<file path="src/rtl/loop_nest_counter.sv">
// Chain of carry-linked loop counters driving the convolution loop nest.
// Level 0 is innermost; each level counts 0..goal and carries outward on wrap.
module loop_nest_counter #(
    parameter int W      = 8,
    parameter int LEVELS = 4,
    parameter int IW     = 16,
    parameter int WRAP   = 1
) (
    input  logic                clk,
    input  logic                rst,
    input  logic                init0,
    input  logic                cen,
    input  logic [LEVELS*W-1:0] goal,
    output logic [LEVELS*W-1:0] cnt,
    output logic [LEVELS-1:0]   co,
    output logic                last,
    output logic [IW-1:0]       idx,
    output logic                done
);

    logic [LEVELS-1:0] at;
    logic [LEVELS-1:0] adv;
    logic              hold;
    logic              adv0;
    logic [IW-1:0]     idx_reg;
    logic              done_reg;

    assign last = &at;
    assign hold = (WRAP == 0) && last;
    assign adv0 = cen & ~init0 & ~hold;

    genvar gi;
    generate
        for (gi = 0; gi < LEVELS; gi = gi + 1) begin : g_level
            logic [W-1:0] cnt_reg;

            assign at[gi] = (cnt_reg == goal[gi*W +: W]);

            // A level advances only when every inner level sits at its goal.
            if (gi == 0) begin : g_inner
                assign adv[gi] = adv0;
            end else begin : g_outer
                assign adv[gi] = adv0 & (&at[gi-1:0]);
            end

            assign co[gi] = adv[gi] & at[gi];
            assign cnt[gi*W +: W] = cnt_reg;

            always_ff @(posedge clk) begin
                if (rst || init0) begin
                    cnt_reg <= '0;
                end else if (adv[gi]) begin
                    cnt_reg <= at[gi] ? '0 : cnt_reg + W'(1);
                end
            end
        end
    endgenerate

    always_ff @(posedge clk) begin
        if (rst || init0) begin
            idx_reg <= '0;
        end else if (adv0) begin
            idx_reg <= ((WRAP != 0) && last) ? '0 : idx_reg + IW'(1);
        end
    end

    generate
        if (WRAP != 0) begin : g_done_wrap
            // One-cycle pulse marking the wrap back to all-zero.
            always_ff @(posedge clk) begin
                if (rst || init0) begin
                    done_reg <= 1'b0;
                end else begin
                    done_reg <= adv0 & last;
                end
            end
        end else begin : g_done_hold
            // Sticky once a request arrives while parked on the last state.
            always_ff @(posedge clk) begin
                if (rst || init0) begin
                    done_reg <= 1'b0;
                end else if (cen && last) begin
                    done_reg <= 1'b1;
                end
            end
        end
    endgenerate

    assign idx  = idx_reg;
    assign done = done_reg;

endmodule

</file>
<file path="config.mk">
export PLATFORM = sky130hd
export DESIGN_NAME = loop_nest_counter
export DESIGN_NICKNAME = d
export VERILOG_FILES = /design/src/rtl/loop_nest_counter.sv
export SDC_FILE = /design/constraint.sdc
export NUM_CORES = 1
export LEC_CHECK = 0
export ABC_CLOCK_PERIOD_IN_PS = 4140
export BUFFER_PORTS_ARGS = -buffer_cell sky130_fd_sc_hd__buf_2
export CORE_ASPECT_RATIO = 0.8
export CORE_MARGIN = 4
export CORE_UTILIZATION = 50
export DETAILED_ROUTE_END_ITERATION = 8
export PLACE_DENSITY = 0.84
export SYNTH_ARGS = -nofsm -noshare
export SYNTH_HDL_FRONTEND = slang
export SYNTH_SLANG_ARGS = --single-unit
</file>
<file path="constraint.sdc">
create_clock -name clk -period 4.14 [get_ports clk]
set_clock_uncertainty 0.05 [all_clocks]
set_input_delay 0.207 -clock clk [delete_from_list [all_inputs] [get_ports clk]]
set_output_delay 0.207 -clock clk [all_outputs]
set_load 0.005 [all_outputs]
</file>
---- After elaboration in Yosys (flattened, before gate mapping) ----
Index checks and enable logic that the tools add are counted.
word-level totals
  register bits ........................... 49
  bits in latches ......................... 0
  bits in writable memories ............... 0
  memory bits (read-only) ................. 0
  input port bits ......................... 36
  output and inout bits ................... 54
  logic and storage cells ................. 33
  memories kept ........................... 0
operators by class
  add/subtract/negate cells ............... 5
  multiply operators ...................... 0
  div/mod/pow operators ................... 0
  magnitude comparators ................... 0
  equal/unequal tests ..................... 4
  shifts and indexed selects .............. 0
  muxes and demuxes ....................... 5
  bitwise operators ....................... 9
  reduce and logical (&&, ||, !) cells .... 4
operator list
  kind                                           count
  adder 8 x 1 -> 8 bit, second input constant    4
  == test 8 bit                                  4
  two-way mux 8 bit                              4
  adder 16 x 1 -> 16 bit, second input constant  1
  two-way mux 16 bit                             1
  AND 1 bit                                      8
  AND reduction 4 bit                            1
  AND reduction 3 bit                            1
  AND reduction 2 bit                            1
  logical OR 1 bit                               1
  NOT 1 bit                                      1

---- Logic depth before layout (Yosys ltp) ----
  depth after elaboration ................. 4
  mapped depth ............................ 7
  mapped depth without buffers ............ 6

---- Worst setup path after synthesis ----
Ideal clock, no wire load.
  path type ............................... register to register
  from .................................... register g_level[1].cnt_reg[2]
  to ...................................... register g_level[3].cnt_reg[2]
  setup time .............................. 0.117 ns
  arrival time ............................ 1.606 ns
  data required time ...................... 3.973 ns
  slack ................................... 2.366 ns
  cell stages (with the launch flop) ...... 7
  buffers on the path ..................... 1
  clock period less this slack ............ 1.774 ns
  path through ............................ dfxtp_1 -> buf_2 -> xnor2_2 -> nand4_1 -> nor4_4 -> o211ai_1 -> a32o_1
on the way
  word-level cells in the longest chain between the ends .. 3
RTL lines
  item                    line  RTL
  start, declared         35    logic [W-1:0] cnt_reg;
  start signal, assigned  53    cnt_reg <= at[gi] ? '0 : cnt_reg + W'(1);
  == test 8 bit           37    assign at[gi] = (cnt_reg == goal[gi*W +: W]);
  AND reduction 3 bit     43    assign adv[gi] = adv0 & (&at[gi-1:0]);
  AND 1 bit               43
  end signal, assigned    53
  end, declared           35
No other way between the ends.
A chain may end at the register's enable or synchronous reset.

---- Final worst setup path ----
  from .................................... register g_level[0].cnt_reg[1]
  to ...................................... output co[3]
on the way
  word-level cells in the longest chain between the ends .. 4
RTL lines
  item                    line  RTL
  start, declared         35
  start signal, assigned  53
  == test 8 bit           37
  AND reduction 3 bit     43
  AND 1 bit               43
  AND 1 bit               46    assign co[gi] = adv[gi] & at[gi];
  end, declared           15    output logic [LEVELS-1:0] co,
No other way between the ends.

==> qor.yml <==
status: "finished clean"
vdd.ir_drop.worst_uv: 123
seq_area_frac_synth_pct: 34.7
clk_latency_ns: 0.30
fin_cells: 472
vias_per_cell: 5.53
drt_first_pass_iters: 4
synth_area_sq_um: 2820
cts_resized: 0
fp.dieH_um: 75.2
post_cts_buffers: 0
final_common_cell: "buf_2"
placement.io_buffers: 89
num_io_pins: 90
finalCritPeriodShare_pct: 61.0
die_area_sq_um: 6920
rsz0062_at_grt: "no"
relSlewSlack_pct: 41.4
cp.required_ns: 3.88
cts_buffer_depth: 2
ys_warn_count: 0
max_stage_delay_ns: 0.45
placed_area_sq_um: 3280
path_class: "flop to output port"
power.leakage_nw: 1.31
place_inst: 464
cap_violations: 0
antenna_cells: 0
clock.fmax_mhz: 396
p_per_area_nw_per_um2: 242
syn_area_per_cell_sq_um: 9.14
setup_tns_ns: 0
grt_usage_pct: 20.3
hold_viol: 0
die_w_um: 92.0
multi_input_area_sq_um: 1740
cp_cell_sequence: "xnor2_1 -> and4_1 -> nand3_2 -> inv_2 -> nand4_1 -> inv_1 -> buf_2"
num_rows: 24
wl_um: 6790
grt_pass1_vias: 2448
vias: 2612
worstSetupEndpointType: "output port"
fillCellCount: 497
cts_buffers: 5
drive_gt1_share_pct: 29.7
ant_nets: 0
grt_max_degree: 26
synth_flop_cell: "dfxtp_1"
critPathMaxFanout: 18
ys_ff_latch: 49
cp.arrival_ns: 2.27
area_delta_synth_final_pct: 19.1
start_util_pct: 51.7
ff2ff_setup_slack_ns: 1.94
place_ws_ns: 1.75
postSynthCellCount: 309
cts_max_level: 2
core_sq_um: 5470
setup_violations: 0
finalInstanceArea_sq_um: 3360
largest_reg_flops: 32
period_minus_slack_ns: 2.53
postCtsHoldBufs: 0
drt_iter0_markers: 135
synth_edf_count: 0
regArea_sq_um: 981
cts_tree: "yes"
cp-start-kind: "flop"
fin_nets: 434
tightest_slew_ns: 0.876
grt_overflow: 0
cp_slowest_cell: "dfxtp_1"
dpl.hpwl_um: 5190
finalWorstSetupSlack_ns: 1.61
final_cell_mix: "89 x buf_2, 49 x dfxtp_1, 48 x xnor2_1"
total_power_mw: 0.816
cts-root-buf: "clkbuf_8"
synth_cell_types: 52
gp_congestion: 0.823
clkTransAtPathRegs_ns: 0.09
antenna_found_initial: 0
hold_class: "input pin to flop"
syn_nets: 350
async_flop_share_pct: 0
clkSinkCount: 49
grt_pass1_wl_um: 11400
routedWlPerCell_um: 14.4
drc: 0
timing.final.max_slew_violations: 0
[power by group]
part | switching, mW | internal (mW) | leakage, nW
logic | 0.0345 | 0.0304 | 0.869
registers | 0.00213 | 0.472 | 0.395
clock network | 0.160 | 0.117 | 0.0439
total | 0.196 | 0.619 | 1.31
[worst paths after layout]
kind / from / endpoint / cells after the start
worst max-delay path: g_level[0].cnt_reg[1] / co[3] / 7
worst min-delay path: rst / done / 2
worst max register to register: g_level[0].cnt_reg[1] / g_level[3].cnt_reg[5] / 6
worst min register to register: idx[15] / idx[15] / 2
[synth_stat cells (6+ instances only)]
library cell | n | area (sq um)
dfxtp_1 | 49 | 981
xnor2_1 | 48 | 420
nor2_1 | 34 | 128
nand4_1 | 17 | 106
and4_1 | 11 | 96.3
nand2_1 | 11 | 41.3
xor2_1 | 11 | 96.3
nor3b_1 | 10 | 75.1
o211ai_1 | 10 | 75.1
a32o_1 | 9 | 90.1
nor3_1 | 9 | 45.0
nand3_1 | 8 | 40.0
a21oi_1 | 7 | 35.0
and3_2 | 7 | 52.6
o21ai_0 | 6 | 30.0
[metrics by stage]
stage                     util [%]  hold slack, ns
final                         61.6          0.0522
after global routing          61.6          0.0536
after CTS                     61.6          0.0542
after detailed placement      60.0           0.377
after global placement        60.0           0.374
after floorplan                  -           0.229
[kinds of logic after synthesis]
| kind of cell | Yosys count | synth area share (%) |
|---|---|---|
| muxes | 1 | 0.354 |
| buffers and inverters | 16 | 3.68 |
| AOI/OAI and AO/OA | 41 | 11.2 |
| DFF | 49 | 34.7 |
| adders and majority gates | 5 | 2.22 |
| xor gates and xnor gates | 60 | 18.9 |
| and+or+nand+nor | 137 | 28.9 |
[routing by layer]
metal / part of all wire [%] / global-route usage [%] / vias to the layer above
met3: 8.2 / 5.39 / 7
met1: 46 / 27.2 / 1207
met2: 45 / 33.3 / 97
met4: 0.90 / 4.61 / 0
li1: - / - / 1301
met5: 0 / 0 / -
[critical path: cells and delay by family, from the launching register on]
family | cells | cell delay (ns)
buffers and inverters | 3 | 0.61
flip-flops | 1 | 0.45
AND/OR/NAND/NOR | 3 | 0.74
XOR/XNOR | 1 | 0.18
[layout make-up]
class | count | share of cell area, %
clock buffers | 5 | 2.05
clock inverters | 3 | 0.521
inverters | 4 | 0.446
multi-input cells | 244 | 51.7
flip-flops and latches | 49 | 29.2
well taps | 78 | 2.90
repair buffers | 89 | 13.2
Power figures use the tool's default switching activity.
